==> src/rtl/dmem_arbiter_if.sv <==
// Bus bundle between the CPU/debug requesters, the data-memory arbiter and the memory.
// The arbiter connects through the slave modport; the environment connects through master.
interface dmem_arbiter_if #(
    parameter int ADDR_W = 16,
    parameter int DATA_W = 64,
    parameter int BE_W   = 8
);
    logic              cpu_req;
    logic              cpu_we;
    logic [ADDR_W-1:0] cpu_addr;
    logic [DATA_W-1:0] cpu_wdata;
    logic [BE_W-1:0]   cpu_be;
    logic              cpu_ack;
    logic [DATA_W-1:0] cpu_rdata;

    logic              dbg_req;
    logic              dbg_we;
    logic [ADDR_W-1:0] dbg_addr;
    logic [DATA_W-1:0] dbg_wdata;
    logic [BE_W-1:0]   dbg_be;
    logic              dbg_ack;
    logic [DATA_W-1:0] dbg_rdata;

    logic              mem_en;
    logic              mem_we;
    logic [ADDR_W-1:0] mem_addr;
    logic [DATA_W-1:0] mem_wdata;
    logic [BE_W-1:0]   mem_be;
    logic [DATA_W-1:0] mem_rdata;

    modport slave (
        input  cpu_req, cpu_we, cpu_addr, cpu_wdata, cpu_be,
        output cpu_ack, cpu_rdata,
        input  dbg_req, dbg_we, dbg_addr, dbg_wdata, dbg_be,
        output dbg_ack, dbg_rdata,
        output mem_en, mem_we, mem_addr, mem_wdata, mem_be,
        input  mem_rdata
    );

    modport master (
        output cpu_req, cpu_we, cpu_addr, cpu_wdata, cpu_be,
        input  cpu_ack, cpu_rdata,
        output dbg_req, dbg_we, dbg_addr, dbg_wdata, dbg_be,
        input  dbg_ack, dbg_rdata,
        input  mem_en, mem_we, mem_addr, mem_wdata, mem_be,
        output mem_rdata
    );
endinterface

==> src/rtl/dmem_arbiter.sv <==
// Two-port (CPU / debug) round-robin arbiter in front of a single-ported data memory.
// Each access takes three cycles: IDLE (grant + capture), ISSUE (mem strobe), RESP (ack).
module dmem_arbiter #(
    parameter int ADDR_W = 16,
    parameter int DATA_W = 64,
    parameter int BE_W   = 8
) (
    input  logic                 clk,
    input  logic                 rst,
    dmem_arbiter_if.slave        bus_if
);
    typedef enum logic [1:0] {
        IDLE  = 2'd0,
        ISSUE = 2'd1,
        RESP  = 2'd2
    } state_t;

    localparam logic CPU = 1'b0;
    localparam logic DBG = 1'b1;

    state_t            state_q, state_d;
    logic              owner_q, owner_d;
    logic              last_grant_q, last_grant_d;
    logic              we_q, we_d;
    logic [ADDR_W-1:0] addr_q, addr_d;
    logic [DATA_W-1:0] wdata_q, wdata_d;
    logic [BE_W-1:0]   be_q, be_d;

    logic any_req;
    logic grant;

    always_ff @(posedge clk or posedge rst) begin
        if (rst) begin
            state_q      <= IDLE;
            owner_q      <= CPU;
            last_grant_q <= DBG;
            we_q         <= 1'b0;
            addr_q       <= '0;
            wdata_q      <= '0;
            be_q         <= '0;
        end else begin
            state_q      <= state_d;
            owner_q      <= owner_d;
            last_grant_q <= last_grant_d;
            we_q         <= we_d;
            addr_q       <= addr_d;
            wdata_q      <= wdata_d;
            be_q         <= be_d;
        end
    end

    always_comb begin
        state_d      = state_q;
        owner_d      = owner_q;
        last_grant_d = last_grant_q;
        we_d         = we_q;
        addr_d       = addr_q;
        wdata_d      = wdata_q;
        be_d         = be_q;

        bus_if.mem_en    = 1'b0;
        bus_if.mem_we    = 1'b0;
        bus_if.mem_addr  = '0;
        bus_if.mem_wdata = '0;
        bus_if.mem_be    = '0;
        bus_if.cpu_ack   = 1'b0;
        bus_if.cpu_rdata = '0;
        bus_if.dbg_ack   = 1'b0;
        bus_if.dbg_rdata = '0;

        // On a tie the port that lost last time wins; a lone requester always wins.
        any_req = bus_if.cpu_req | bus_if.dbg_req;
        if (bus_if.cpu_req && bus_if.dbg_req) begin
            grant = ~last_grant_q;
        end else begin
            grant = bus_if.cpu_req ? CPU : DBG;
        end

        case (state_q)
            IDLE: begin
                if (any_req) begin
                    state_d      = ISSUE;
                    owner_d      = grant;
                    last_grant_d = grant;
                    if (grant == DBG) begin
                        we_d    = bus_if.dbg_we;
                        addr_d  = bus_if.dbg_addr;
                        wdata_d = bus_if.dbg_wdata;
                        be_d    = bus_if.dbg_be;
                    end else begin
                        we_d    = bus_if.cpu_we;
                        addr_d  = bus_if.cpu_addr;
                        wdata_d = bus_if.cpu_wdata;
                        be_d    = bus_if.cpu_be;
                    end
                end
            end
            ISSUE: begin
                bus_if.mem_en    = 1'b1;
                bus_if.mem_we    = we_q;
                bus_if.mem_addr  = addr_q;
                bus_if.mem_wdata = wdata_q;
                bus_if.mem_be    = be_q;
                state_d          = RESP;
            end
            RESP: begin
                // Memory data is returned for writes too; requesters simply ignore it.
                if (owner_q == DBG) begin
                    bus_if.dbg_ack   = 1'b1;
                    bus_if.dbg_rdata = bus_if.mem_rdata;
                end else begin
                    bus_if.cpu_ack   = 1'b1;
                    bus_if.cpu_rdata = bus_if.mem_rdata;
                end
                state_d = IDLE;
            end
            default: begin
                state_d = IDLE;
            end
        endcase
    end
endmodule
==> src/flat_wrapper.sv <==
// flat-port wrapper written by rule: the top's interface ports become plain ports
module dmem_arbiter_flat 
#(
    parameter int ADDR_W = 16,
    parameter int DATA_W = 64,
    parameter int BE_W   = 8
)
  (clk, rst, bus_if_cpu_req, bus_if_cpu_we, bus_if_cpu_addr, bus_if_cpu_wdata, bus_if_cpu_be, bus_if_cpu_ack, bus_if_cpu_rdata, bus_if_dbg_req, bus_if_dbg_we, bus_if_dbg_addr, bus_if_dbg_wdata, bus_if_dbg_be, bus_if_dbg_ack, bus_if_dbg_rdata, bus_if_mem_en, bus_if_mem_we, bus_if_mem_addr, bus_if_mem_wdata, bus_if_mem_be, bus_if_mem_rdata);
  dmem_arbiter_if #(.ADDR_W(ADDR_W), .DATA_W(DATA_W), .BE_W(BE_W)) bus_if_i ();
  input  logic clk;
  input  logic rst;
  input wire logic [$bits(bus_if_i.cpu_req)-1:0] bus_if_cpu_req;
  input wire logic [$bits(bus_if_i.cpu_we)-1:0] bus_if_cpu_we;
  input wire logic [$bits(bus_if_i.cpu_addr)-1:0] bus_if_cpu_addr;
  input wire logic [$bits(bus_if_i.cpu_wdata)-1:0] bus_if_cpu_wdata;
  input wire logic [$bits(bus_if_i.cpu_be)-1:0] bus_if_cpu_be;
  output wire logic [$bits(bus_if_i.cpu_ack)-1:0] bus_if_cpu_ack;
  output wire logic [$bits(bus_if_i.cpu_rdata)-1:0] bus_if_cpu_rdata;
  input wire logic [$bits(bus_if_i.dbg_req)-1:0] bus_if_dbg_req;
  input wire logic [$bits(bus_if_i.dbg_we)-1:0] bus_if_dbg_we;
  input wire logic [$bits(bus_if_i.dbg_addr)-1:0] bus_if_dbg_addr;
  input wire logic [$bits(bus_if_i.dbg_wdata)-1:0] bus_if_dbg_wdata;
  input wire logic [$bits(bus_if_i.dbg_be)-1:0] bus_if_dbg_be;
  output wire logic [$bits(bus_if_i.dbg_ack)-1:0] bus_if_dbg_ack;
  output wire logic [$bits(bus_if_i.dbg_rdata)-1:0] bus_if_dbg_rdata;
  output wire logic [$bits(bus_if_i.mem_en)-1:0] bus_if_mem_en;
  output wire logic [$bits(bus_if_i.mem_we)-1:0] bus_if_mem_we;
  output wire logic [$bits(bus_if_i.mem_addr)-1:0] bus_if_mem_addr;
  output wire logic [$bits(bus_if_i.mem_wdata)-1:0] bus_if_mem_wdata;
  output wire logic [$bits(bus_if_i.mem_be)-1:0] bus_if_mem_be;
  input wire logic [$bits(bus_if_i.mem_rdata)-1:0] bus_if_mem_rdata;
  assign bus_if_i.cpu_req = bus_if_cpu_req;
  assign bus_if_i.cpu_we = bus_if_cpu_we;
  assign bus_if_i.cpu_addr = bus_if_cpu_addr;
  assign bus_if_i.cpu_wdata = bus_if_cpu_wdata;
  assign bus_if_i.cpu_be = bus_if_cpu_be;
  assign bus_if_cpu_ack = bus_if_i.cpu_ack;
  assign bus_if_cpu_rdata = bus_if_i.cpu_rdata;
  assign bus_if_i.dbg_req = bus_if_dbg_req;
  assign bus_if_i.dbg_we = bus_if_dbg_we;
  assign bus_if_i.dbg_addr = bus_if_dbg_addr;
  assign bus_if_i.dbg_wdata = bus_if_dbg_wdata;
  assign bus_if_i.dbg_be = bus_if_dbg_be;
  assign bus_if_dbg_ack = bus_if_i.dbg_ack;
  assign bus_if_dbg_rdata = bus_if_i.dbg_rdata;
  assign bus_if_mem_en = bus_if_i.mem_en;
  assign bus_if_mem_we = bus_if_i.mem_we;
  assign bus_if_mem_addr = bus_if_i.mem_addr;
  assign bus_if_mem_wdata = bus_if_i.mem_wdata;
  assign bus_if_mem_be = bus_if_i.mem_be;
  assign bus_if_i.mem_rdata = bus_if_mem_rdata;
  dmem_arbiter #(.ADDR_W(ADDR_W), .DATA_W(DATA_W), .BE_W(BE_W)) u_core (.clk(clk), .rst(rst), .bus_if(bus_if_i));
endmodule
==> config.mk <==
export PLATFORM = sky130hd
export DESIGN_NAME = dmem_arbiter_flat
export DESIGN_NICKNAME = d
export VERILOG_FILES = /design/src/rtl/dmem_arbiter_if.sv /design/src/rtl/dmem_arbiter.sv /design/src/flat_wrapper.sv
export SDC_FILE = /design/constraint.sdc
export NUM_CORES = 1
export LEC_CHECK = 0
export BUFFER_PORTS_ARGS = -buffer_cell sky130_fd_sc_hd__buf_2
export CORE_AREA = 3 3 179 181
export DETAILED_ROUTE_END_ITERATION = 8
export DIE_AREA = 0 0 182 184
export PLACE_DENSITY_LB_ADDON = 0.08
export REMOVE_ABC_BUFFERS = 1
export SYNTH_ARGS = -nofsm -noshare
export SYNTH_HDL_FRONTEND = slang
export SYNTH_SLANG_ARGS = --single-unit
==> constraint.sdc <==
create_clock -name clk -period 3.3 [get_ports clk]
set_input_delay 0.495 -clock clk [delete_from_list [all_inputs] [get_ports clk]]
set_output_delay 0.495 -clock clk [all_outputs]
set_load 0.005 [all_outputs]
* Word level (Yosys, flattened, before mapping) *
Index checks and enable logic that the tools add are counted.
W data, S select, Z words.

word-level totals
  register bits after elaboration = 93
  output and inout bits = 220
  input port bits = 246
  word-level logic and storage cells = 36

cells by class
  bitwise operators = 2
  equality and inequality tests = 3
  multiplexer cells = 21
  reductions and logical operators = 3

operators by type and width
  cell                  count
  $mux W64              6
  $mux W16              2
  $mux W8               2
  $mux W1               9
  $pmux W2 S2           1
  $eq A2 B1 Y1 const B  1
  $eq A2 B2 Y1 const B  1
  $logic_not A2 Y1      1
  $mux W2               1
  $ne A2 B1 Y1 const B  1
  $reduce_and A2 Y1     1
  $logic_and A1 B1 Y1   1
  $not A1 Y1            1
  $or A1 B1 Y1          1

* Logic depth before layout (Yosys ltp) *
Gate-level depths: netlist of run 1.

  word-level depth = 3
  depth in mapped cells = 6
  depth with buffers taken out = 3

* Least setup slack after synthesis of run 1 *
OpenSTA, ideal clock, no wires.

  kind = reg2out
  start = register u_core.state_q[0]
  end = output bus_if_dbg_rdata[10]
  data required time = 2,805 ps
  arrival time = 1,119 ps
  setup slack = 1,686 ps
  buffers on the path = 2
  cell stages (with the launch flop) = 5
  cell sequence = dfrtp_1 > and3b_1 > clkbuf_2 > clkbuf_1 > and2_1

on the way
  cells in the longest elaborated chain, start to end = 2

RTL lines
  element                 RTL line            text
  from (decl)             dmem_arbiter.sv:21  state_t state_q, state_d;
  from (signal assigned)  dmem_arbiter.sv:42  state_q <= state_d;
  $eq A2 B2 Y1            dmem_arbiter.sv:79  case (state_q)
  $mux W64                dmem_arbiter.sv:79
  to (decl)               flat_wrapper.sv:25  output wire logic [$bits(bus_if_i.dbg_rdata)-1:0] bus_if_dbg_rdata;

Every way passes these cells.

* Final worst setup path of run 1 *
  start = register u_core.state_q[0]
  end = output bus_if_mem_wdata[46]

on the way
  cells in the longest elaborated chain, start to end = 2

RTL lines
  element       RTL line            text
  $eq A2 B1 Y1  dmem_arbiter.sv:79
  $mux W64      dmem_arbiter.sv:79
  to (decl)     flat_wrapper.sv:29  output wire logic [$bits(bus_if_i.mem_wdata)-1:0] bus_if_mem_wdata;

Every way passes these cells.

==> summary.md, run 1 <==
| Metric | Value |
|---|---|
| Slew headroom | 53.4% |
| Total negative setup slack | 0 ns |
| Layout cells sized above 1 | 43.0% |
| Post-route ant nets | 0 |
| Initial DRT Pass Iterations | 5 |
| Reg2reg path depth | 4 |
| CP max stage delay | 0.61 ns |
| Number of max-cap violations | 0 |
| Worst-path cell chain | nor2b_4, buf_12, and2_1, buf_2 |
| Total grt overflow | 0 |
| Yosys cell types | 21 |
| Initial core utilization | 20.1% |
| DP HPWL | 22100 um |
| Worst skew pair latency | 0.36 ns |
| Leakage power | 4.62 nW |
| GPL Wtd Cong | 0.847 |
| Clk pwr share | 17.5% |
| R2R setup slack | 1.09 ns |
| Post-cts resize count | 0 |
| Initial antenna violation count | 9 |
| Non-Filler Instances | 1577 |
| Htree depth | 3 |
| CP Data Arrival Time | 2.03 ns |
| Worst r2r src | u_core.state_q[1] |
| DRC | 0 |
| Hold Crit Class | primary input to asynchronous set/reset pin |
| Num CTS Buffers | 9 |
| Pwr Total | 0.00690 W |
| Via/cell ratio | 4.64 |
| Pins Over Slew Limit | 0 |
| Int Pwr | 0.00398 W |
| P_sw | 0.00292 W |
| Buffers on Ports | 465 |
| Mapped Area | 0.00614 mm2 |
| Tcrit/Tclk final | 76.6% |
| CTS tree | yes |
| Mapped Cells | 774 |
| Critical path peak fanout | 61 |
| Wire per inst | 20.0 um |
| Gr usage total | 17.7% |
| Largest net degree at the start of global routing | 92 |
| Die Area | 0.0335 mm2 |
| Longest Clk Path Bufs | 2 |
| Syn_area_per_cell | 7.94 um2 |
| Post-CTS setup buffer count | 0 |
| Fin nets | 1418 |
| CTS clk-pin slew, worst paths | 0.07 ns |
| # rows | 64 |
| Critical path capture point type | output pin |
| Die width | 182 um |
| Gate power share | 51.7% |
| Chip height | 184 um |
| CTS root buffer | clkbuf_16 |
| Reg2reg end | u_core.wdata_q[31] |
| Fin. Hold Viols | 0 |
| WS Path Type | register to output pin |
| Post-layout util | 29.6% |
| Layout Skew | 0.0145 ns |
| Hold WS | 0.225 ns |
| Slowest-stage cell, CP | nor2b_4 |
| Buf/Inv on CP | 2 |
| Status | finished, final reports clean |
| Vias in the first global route | 7334 |
| CTS sink cnt | 93 |
| Worst Max-Slew Pin Slew | 0.699 ns |
| Layout area overhead | 47.4% |
| Starting DRT DRC Count | 394 |
| First-pass GRT wire length | 45900 um |
| I/O pin total | 466 |
| RSZ-0062 raised after global routing | false |
| Max VDD drop | 269 uV |
| Fillcell total | 3416 |
| Seq/Total Area, Yosys | 37.9% |
| Core region area | 0.0306 mm2 |
| Final setup fails | 0 |
| Required @ worst endpoint | 2.80 ns |
| Period minus WS final | 2.53 ns |
| Warnings, synthesis | 0 |
| Switching part of the total | 42.3% |
| Via count | 7323 |
| Fmax | 0.396 GHz |
| FF+latch count, synth | 93 |
| Total wire length | 31600 um |
| Pwr Density | 762 mW/mm2 |
| Crit path max-delay family | simple AND/OR/NAND/NOR gates |
| Startpoint Class | register |
| Sequential Power Share | 30.8% |
| Placed cells | 1557 |
| Post-cts hold buffer count | 0 |
-- placed cells by master (no fill, tap or decap), types with 2 or more instances in the layout --
cell | Yosys | final
diode_2 | 0 | 4
buf_2 | 31 | 465
o21ai_0 | 88 | 88
inv_6 | 0 | 3
buf_4 | 1 | 9
dfrtp_1 | 92 | 92
and2_1 | 218 | 217
clkbuf_16 | 0 | 9
nand3_1 | 89 | 89
bufinv_16 | 0 | 2
buf_12 | 0 | 6
nor2b_4 | 0 | 2
a21oi_1 | 91 | 91
a31oi_1 | 91 | 91
-- synthesized netlist by cell type (all sizes together) --
cell,n,area (um2)
a21oi,91,455
a31oi,91,569
and2,218,1360
and3b,1,8.76
buf,42,275
clkbuf,51,200
dfrtp,92,2300
dfstp,1,26.3
inv,2,7.50
nand3,89,445
nor2,1,3.75
nor2b,3,18.8
nor3b,1,7.51
o21ai,89,445
or2,1,6.26
or2b,1,7.51
-- through the flow --
stage                     instance area [um2]  worst slack, ns
final                                    9060            0.772
after global routing                     9060            0.620
after CTS                                9050            0.745
after detailed placement                 8720             1.07
after global placement                   8720             1.07
after floorplan                          5670            -2.03
-- worst max-delay path by stage --
stage / startpoint / end / slack (ns) / depth (start not counted)
after floorplan: u_core.state_q[1] / u_core.owner_q / -2.03 / 3
after global placement: u_core.state_q[1] / u_core.wdata_q[41] / 1.07 / 4
after detailed placement: u_core.state_q[1] / u_core.wdata_q[20] / 1.07 / 4
after CTS: u_core.state_q[0] / bus_if_mem_wdata[0] / 0.74 / 4
after global routing: u_core.state_q[0] / bus_if_mem_wdata[20] / 0.62 / 4
final: u_core.state_q[0] / bus_if_mem_wdata[46] / 0.77 / 4
-- kinds of logic after synthesis --
kind of cell / count (synthesis) / synth area share [%]
buffers and inverters: 95 / 7.86
AO/OA/AOI/OAI: 271 / 23.9
AND/OR/NAND/NOR: 315 / 30.3
flip-flops: 93 / 37.9
-- metal layers --
| metal | vias to the layer above | GRT usage [%] | part of all wire [%] |
|---|---|---|---|
| li1 | 3494 | - | - |
| met1 | 3445 | 22.0 | 40 |
| met2 | 336 | 30.4 | 51 |
| met3 | 38 | 3.76 | 7.1 |
| met4 | 10 | 6.15 | 1.8 |
| met5 | - | 0 | 0.18 |
-- worst reg2reg max path, stage by stage, from the launching register on --
cell	delay [ns]
dfrtp_1	0.46
nor2_4	0.58
and2_4	0.58
buf_4	0.35
a31oi_1	0.13
-- flip-flops by register name (all words and copies together), names as in the netlist --
| signal | flops |
|---|---|
| u_core.owner_q | 1 |
| u_core.wdata_q | 64 |
| u_core.addr_q | 16 |
| u_core.be_q | 8 |
| u_core.state_q | 2 |
| u_core.we_q | 1 |
| u_core.last_grant_q | 1 |
-- power by group through the flow --
stage	Clock, W	Combinational (W)	Sequential (W)
final	0.00121	0.00356	0.00212
after floorplan	0	0.00197	0.00194
after CTS	0.00125	0.00363	0.00212
after global placement	0	0.00363	0.00217
after detailed placement	0	0.00363	0.00212
after global routing	0.00129	0.00400	0.00219
-- final cells by class --
cell class | instances | area, um2 | share of cell area [%]
Clock inverter | 6 | 91.3 | 1.01
Multi-Input combinational cell | 586 | 3370 | 37.2
Inverter | 2 | 10.0 | 0.111
Timing Repair Buffer | 480 | 2510 | 27.8
Tap cell | 396 | 495 | 5.47
Sequential cell | 93 | 2330 | 25.7
Antenna cell | 4 | 10.0 | 0.111
Clock buffer | 10 | 239 | 2.64
(Power assumes the default switching activity.)
==> inputs of run 2 (changes only) <==
Clock period 3.3 ns to 2.56 ns, I/O delays scaled along.
==> run 2 against run 1 <==
Net effect: critical path depth is the same; final area up 0.44%; utilization grew 0.13 points; power rose by 28%; cell count up 0.13%; via count barely moved; sequential power up 23%; critical endpoint is now bus_if_cpu_rdata[62].
==> summary.md, run 2 (synthesized netlist as in run 1, its figures left out) <==
| Metric | Value |
|---|---|
| Status | finished, final reports clean |
| DP HPWL | 21500 um |
| Worst skew pair latency | 0.35 ns |
| Starting DRT DRC Count | 309 |
| Fmax | 0.457 GHz |
| Post-CTS setup buffer count | 0 |
| Post-cts resize count | 0 |
| P_sw | 0.00376 W |
| Critical path peak fanout | 65 |
| Wire per inst | 19.8 um |
| Gate power share | 54.2% |
| Fin nets | 1421 |
| Most frequent cells in the layout | buf_2 (465), and2_1 (217), dfrtp_1 (92) |
| Via count | 7322 |
| Period minus WS final | 2.19 ns |
| Gr usage total | 17.5% |
| Worst-path cell chain | nor3b_2, buf_4, and2_1, buf_2 |
| Total wire length | 31200 um |
| Htree depth | 3 |
| CP max stage delay | 0.48 ns |
| Buffers on Ports | 465 |
| Initial DRT Pass Iterations | 4 |
| # rows | 64 |
| Post-route ant nets | 0 |
| Switching part of the total | 42.6% |
| Max VDD drop | 658 uV |
| Hold Crit Class | primary input to register |
| Critical path capture point type | output pin |
| Int Pwr | 0.00506 W |
| Biggest register | u_core.wdata_q |
| Vias in the first global route | 7252 |
| Via/cell ratio | 4.64 |
| CTS tree | yes |
| Initial antenna violation count | 6 |
| Tcrit/Tclk final | 85.5% |
| RSZ-0062 raised after global routing | false |
| GPL Wtd Cong | 0.844 |
| Sequential Power Share | 29.6% |
| CTS clk-pin slew, worst paths | 0.08 ns |
| Core region area | 0.0306 mm2 |
| Post-layout util | 29.7% |
| Top flop regs | u_core.wdata_q: 64 flops, u_core.addr_q: 16 flops, u_core.be_q: 8 flops |
| Pins Over Slew Limit | 0 |
| Number of max-cap violations | 0 |
| Longest Clk Path Bufs | 2 |
| I/O pin total | 466 |
| Die width | 182 um |
| Total grt overflow | 0 |
| Largest net degree at the start of global routing | 92 |
| Chip height | 184 um |
| Layout area overhead | 48.1% |
| Leakage power | 4.63 nW |
| Slowest-stage cell, CP | dfrtp_1 |
| Die Area | 0.0335 mm2 |
| Clk pwr share | 16.2% |
| WS Path Type | register to output pin |
| R2R setup slack | 0.84 ns |
| Final setup fails | 0 |
| Worst slack, placed | 0.724 ns |
| Post-cts hold buffer count | 1 |
| Required @ worst endpoint | 2.18 ns |
| DRC | 0 |
| Startpoint Class | register |
| Fillcell total | 3377 |
| Layout cells sized above 1 | 43.0% |
| CP Data Arrival Time | 1.80 ns |
| Worst Max-Slew Pin Slew | 0.596 ns |
| Slew headroom | 60.2% |
| Most common cell after layout, fill and taps aside | buf_2 |
| CTS root buffer | clkbuf_16 |
| Pwr Density | 970 mW/mm2 |
| Fin. Hold Viols | 0 |
| Worst setup margin | 0.372 ns |
| Num CTS Buffers | 9 |
| Layout Skew | 0.0151 ns |
| First-pass GRT wire length | 45200 um |
| Number of flip-flops in the largest register | 64 |
| CTS sink cnt | 93 |
| Initial core utilization | 20.1% |
run 2: metrics by stage:
step / setup TNS [ns] / area (um2) / hold slack (ns) / power [W] / cells
after global routing: 0 / 9090 / 0.289 / 0.00957 / 1578
after CTS: 0 / 9090 / 0.277 / 0.00898 / 1576
after detailed placement: 0 / 8780 / 0.377 / 0.00751 / 1559
after global placement: 0 / 8780 / 0.381 / 0.00757 / 1559
final: 0 / 9100 / 0.297 / 0.00882 / 1579
after floorplan: -366.81 / 5670 / 0.448 / 0.00491 / 681
run 2: critical path, delay by kind of cell (launching register included):
kind | cells | cell delay [ns]
buffers and inverters | 2 | 0.57
flip-flops | 1 | 0.48
AND/OR/NAND/NOR | 2 | 0.41
run 2: layout make-up:
| type | instances | area [um2] | area share, % |
|---|---|---|---|
| well taps | 396 | 495 | 5.45 |
| repair buffers | 483 | 2590 | 28.5 |
| multi-input cells | 586 | 3370 | 37.0 |
| clock inverters | 6 | 68.8 | 0.756 |
| inverters | 2 | 10.0 | 0.110 |
| flip-flops and latches | 93 | 2330 | 25.6 |
| diodes | 3 | 7.51 | 0.0825 |
| clock buffers | 10 | 229 | 2.52 |
run 2: per-layer routing:
metal,vias to the layer above,global-route usage (%),part of all wire [%]
li1,3500,-,-
met1,3422,21.2,39
met2,357,31.0,51
met3,37,4.17,7.8
met4,6,4.91,2.0
met5,-,0,0.18
run 2: worst paths after layout:
| kind | startpoint | endpoint | cells after the start |
|---|---|---|---|
| max in group asynchronous | rst | u_core.state_q[1] | 4 |
| hold reg to reg | u_core.be_q[3] | u_core.be_q[3] | 2 |
| setup reg to reg | u_core.last_grant_q | u_core.addr_q[15] | 4 |
| setup / recovery | u_core.state_q[1] | bus_if_cpu_rdata[62] | 4 |
| min in group asynchronous | rst | u_core.wdata_q[29] | 3 |
| hold / removal | bus_if_dbg_wdata[34] | u_core.wdata_q[34] | 3 |
run 2: power groups by stage:
stage	clock (W)	sequential [W]	combinational, W
finish	0.00143	0.00261	0.00478
global route	0.00154	0.00271	0.00533
CTS	0.00148	0.00261	0.00489
detailed placement	0	0.00261	0.00490
global placement	0	0.00259	0.00498
floorplan	0	0.00249	0.00242
==> inputs of run 3 (changes only) <==
Settings changed: CORE_AREA 3 3 179 181 to 3 3 182 184, CTS_BUF_LIST set to sky130_fd_sc_hd__clkbuf_4, DIE_AREA 0 0 182 184 to 0 0 185 187, REMOVE_ABC_BUFFERS 1 to not set.
==> run 3 against run 2 <==
Net effect: via count up 1.6%; first-iteration DRC count up 2.3%; setup slack worse by 0.13 ns; routed wire length up 9.2%; sequential power about the same; cell count up 0.89%; power down 6.1%; non-clock buffer count up 3; flip-flop and latch count unchanged; maximum frequency down 5.4%; sequential share of layout area up 0.49 points; clock skew up 0.030 ns; critical path type unchanged; critical endpoint is now bus_if_mem_wdata[3]; highest routed layer unchanged.
==> summary.md, run 3 (synthesized netlist as in run 1, its figures left out) <==
| Metric | Value |
|---|---|
| Period minus WS final | 2.31 ns |
| Buffers on Ports | 465 |
| Fin. Hold Viols | 0 |
| Critical path capture point type | output pin |
| Htree depth | 3 |
| Number of max-cap violations | 0 |
| First-pass GRT wire length | 49100 um |
| Die Area | 0.0346 mm2 |
| I/O pin total | 466 |
| Most common cell after layout, fill and taps aside | buf_2 |
| Hold Crit Class | primary input to register |
| Fin nets | 1424 |
| Initial core utilization | 19.5% |
| Final setup fails | 0 |
| DRT met1 WL | 12600 um |
| RSZ-0062 raised after global routing | false |
| Gate power share | 57.7% |
| Tcrit/Tclk final | 90.4% |
| Via count | 7442 |
| Top Metal Used | met5 |
| CP max stage delay | 0.50 ns |
| Layout Skew | 0.0456 ns |
| Status | finished, final reports clean |
| CP Data Arrival Time | 1.93 ns |
| R2R setup slack | 0.80 ns |
| Sequential Power Share | 31.4% |
| Clk pwr share | 10.9% |
| Post-route ant nets | 0 |
| Fmax | 0.432 GHz |
| Hold WS | 0.144 ns |
| Layout cells sized above 1 | 43.1% |
| Pwr Density | 928 mW/mm2 |
| # rows | 65 |
| Wire per inst | 21.4 um |
| Total wire length | 34100 um |
| Largest net degree at the start of global routing | 92 |
| Total negative setup slack | 0 ns |
| P_sw | 0.00372 W |
| Total grt overflow | 0 |
| Pins Over Slew Limit | 0 |
| Starting DRT DRC Count | 316 |
| Top flop regs | u_core.wdata_q: 64 flops, u_core.addr_q: 16 flops, u_core.be_q: 8 flops |
| Startpoint Class | register |
| Int Pwr | 0.00457 W |
| CTS sink cnt | 93 |
| Gr usage total | 18.7% |
| Number of flip-flops in the largest register | 64 |
| CTS root buffer | clkbuf_4 |
| Leakage power | 4.55 nW |
| Num CTS Buffers | 9 |
| Max VDD drop | 492 uV |
| Worst-path cell chain | nor2b_4, buf_4, and2_1, buf_2 |
| Layout area overhead | 45.3% |
| Worst Max-Slew Pin Slew | 0.683 ns |
| CTS clk-pin slew, worst paths | 0.19 ns |
| Worst skew pair latency | 0.49 ns |
| Switching part of the total | 44.9% |
| Fillcell total | 3618 |
| DP HPWL | 24900 um |
| Met3 WL post-DR | 2400 um |
| Core region area | 0.0316 mm2 |
| Biggest register | u_core.wdata_q |
| CTS tree | yes |
| GPL Wtd Cong | 0.784 |
| Slew headroom | 54.5% |
| Critical path peak fanout | 51 |
| Met2 wire length | 18500 um |
| Slowest-stage cell, CP | dfrtp_1 |
| Via/cell ratio | 4.67 |
| Synthesized Nets | 1020 |
| DRC | 0 |
| Chip height | 187 um |
| WS Path Type | register to output pin |
| Die width | 185 um |
| Post-CTS setup buffer count | 0 |
| Required @ worst endpoint | 2.18 ns |
| Vias in the first global route | 7502 |
| Most frequent cells in the layout | buf_2 (464), and2_1 (217), dfrtp_1 (92) |
| Longest Clk Path Bufs | 2 |
| Initial DRT Pass Iterations | 4 |
| Initial antenna violation count | 16 |
==> run 3: routing by layer <==
metal	vias to the layer above	GRT usage, %
li1	3524	-
met1	3582	20.5
met2	291	35.6
met3	37	4.69
met4	8	4.56
met5	-	0
==> run 3: what timing repair did <==
action,in CTS,in global routing
gates resized for setup,0,2
hold endpoints to repair,19,0
endpoints found under the setup margin,0,87
hold buffers,1,0
==> run 3: metrics by stage <==
step	std cells	setup slack, ns	util [%]	cell area (um2)	power, W
finish	1593	0.247	28.3	8930	0.00829
global route	1590	0.0804	28.3	8920	0.00902
CTS	1585	0.0785	28.2	8900	0.00843
detailed placement	1568	0.510	27.7	8750	0.00750
global placement	1568	0.525	27.7	8750	0.00753
floorplan	774	1.06	-	6150	0.00541
==> run 3: layout make-up <==
cell class                 count  area (um2)  share of cell area, %
multi-input combinational    586        3370                   37.7
inverter                       2        11.3                  0.126
sequential                    93        2330                   26.1
clock inverter                 6        62.6                  0.701
antenna                        8        20.0                  0.224
clock buffer                  10        75.1                  0.841
tap                          402         503                   5.63
timing repair buffer         486        2560                   28.6
==> run 3: worst paths after layout <==
check                                    start                  end  cells past startpoint
min in group asynchronous                  rst   u_core.wdata_q[22]                      3
setup / recovery             u_core.state_q[1]  bus_if_mem_wdata[3]                      4
max in group asynchronous                  rst     u_core.addr_q[7]                      4
setup reg to reg           u_core.last_grant_q    u_core.wdata_q[1]                      4
hold / removal             bus_if_dbg_wdata[8]    u_core.wdata_q[8]                      3
hold reg to reg             u_core.wdata_q[25]   u_core.wdata_q[25]                      2
==> run 3: worst max-delay path, delay by kind of cell (launching register included) <==
kind / cells / cell delay [ns]
AND/OR/NAND/NOR: 2 / 0.38
buffers and inverters: 2 / 0.54
flip-flops: 1 / 0.50
==> run 3: power groups by stage <==
stage / Combinational, W / Sequential, W / Clock, W
global placement: 0.00490 / 0.00263 / 0
finish: 0.00478 / 0.00260 / 0.000902
detailed placement: 0.00487 / 0.00263 / 0
floorplan: 0.00292 / 0.00249 / 0
global route: 0.00531 / 0.00270 / 0.00101
CTS: 0.00487 / 0.00261 / 0.000955
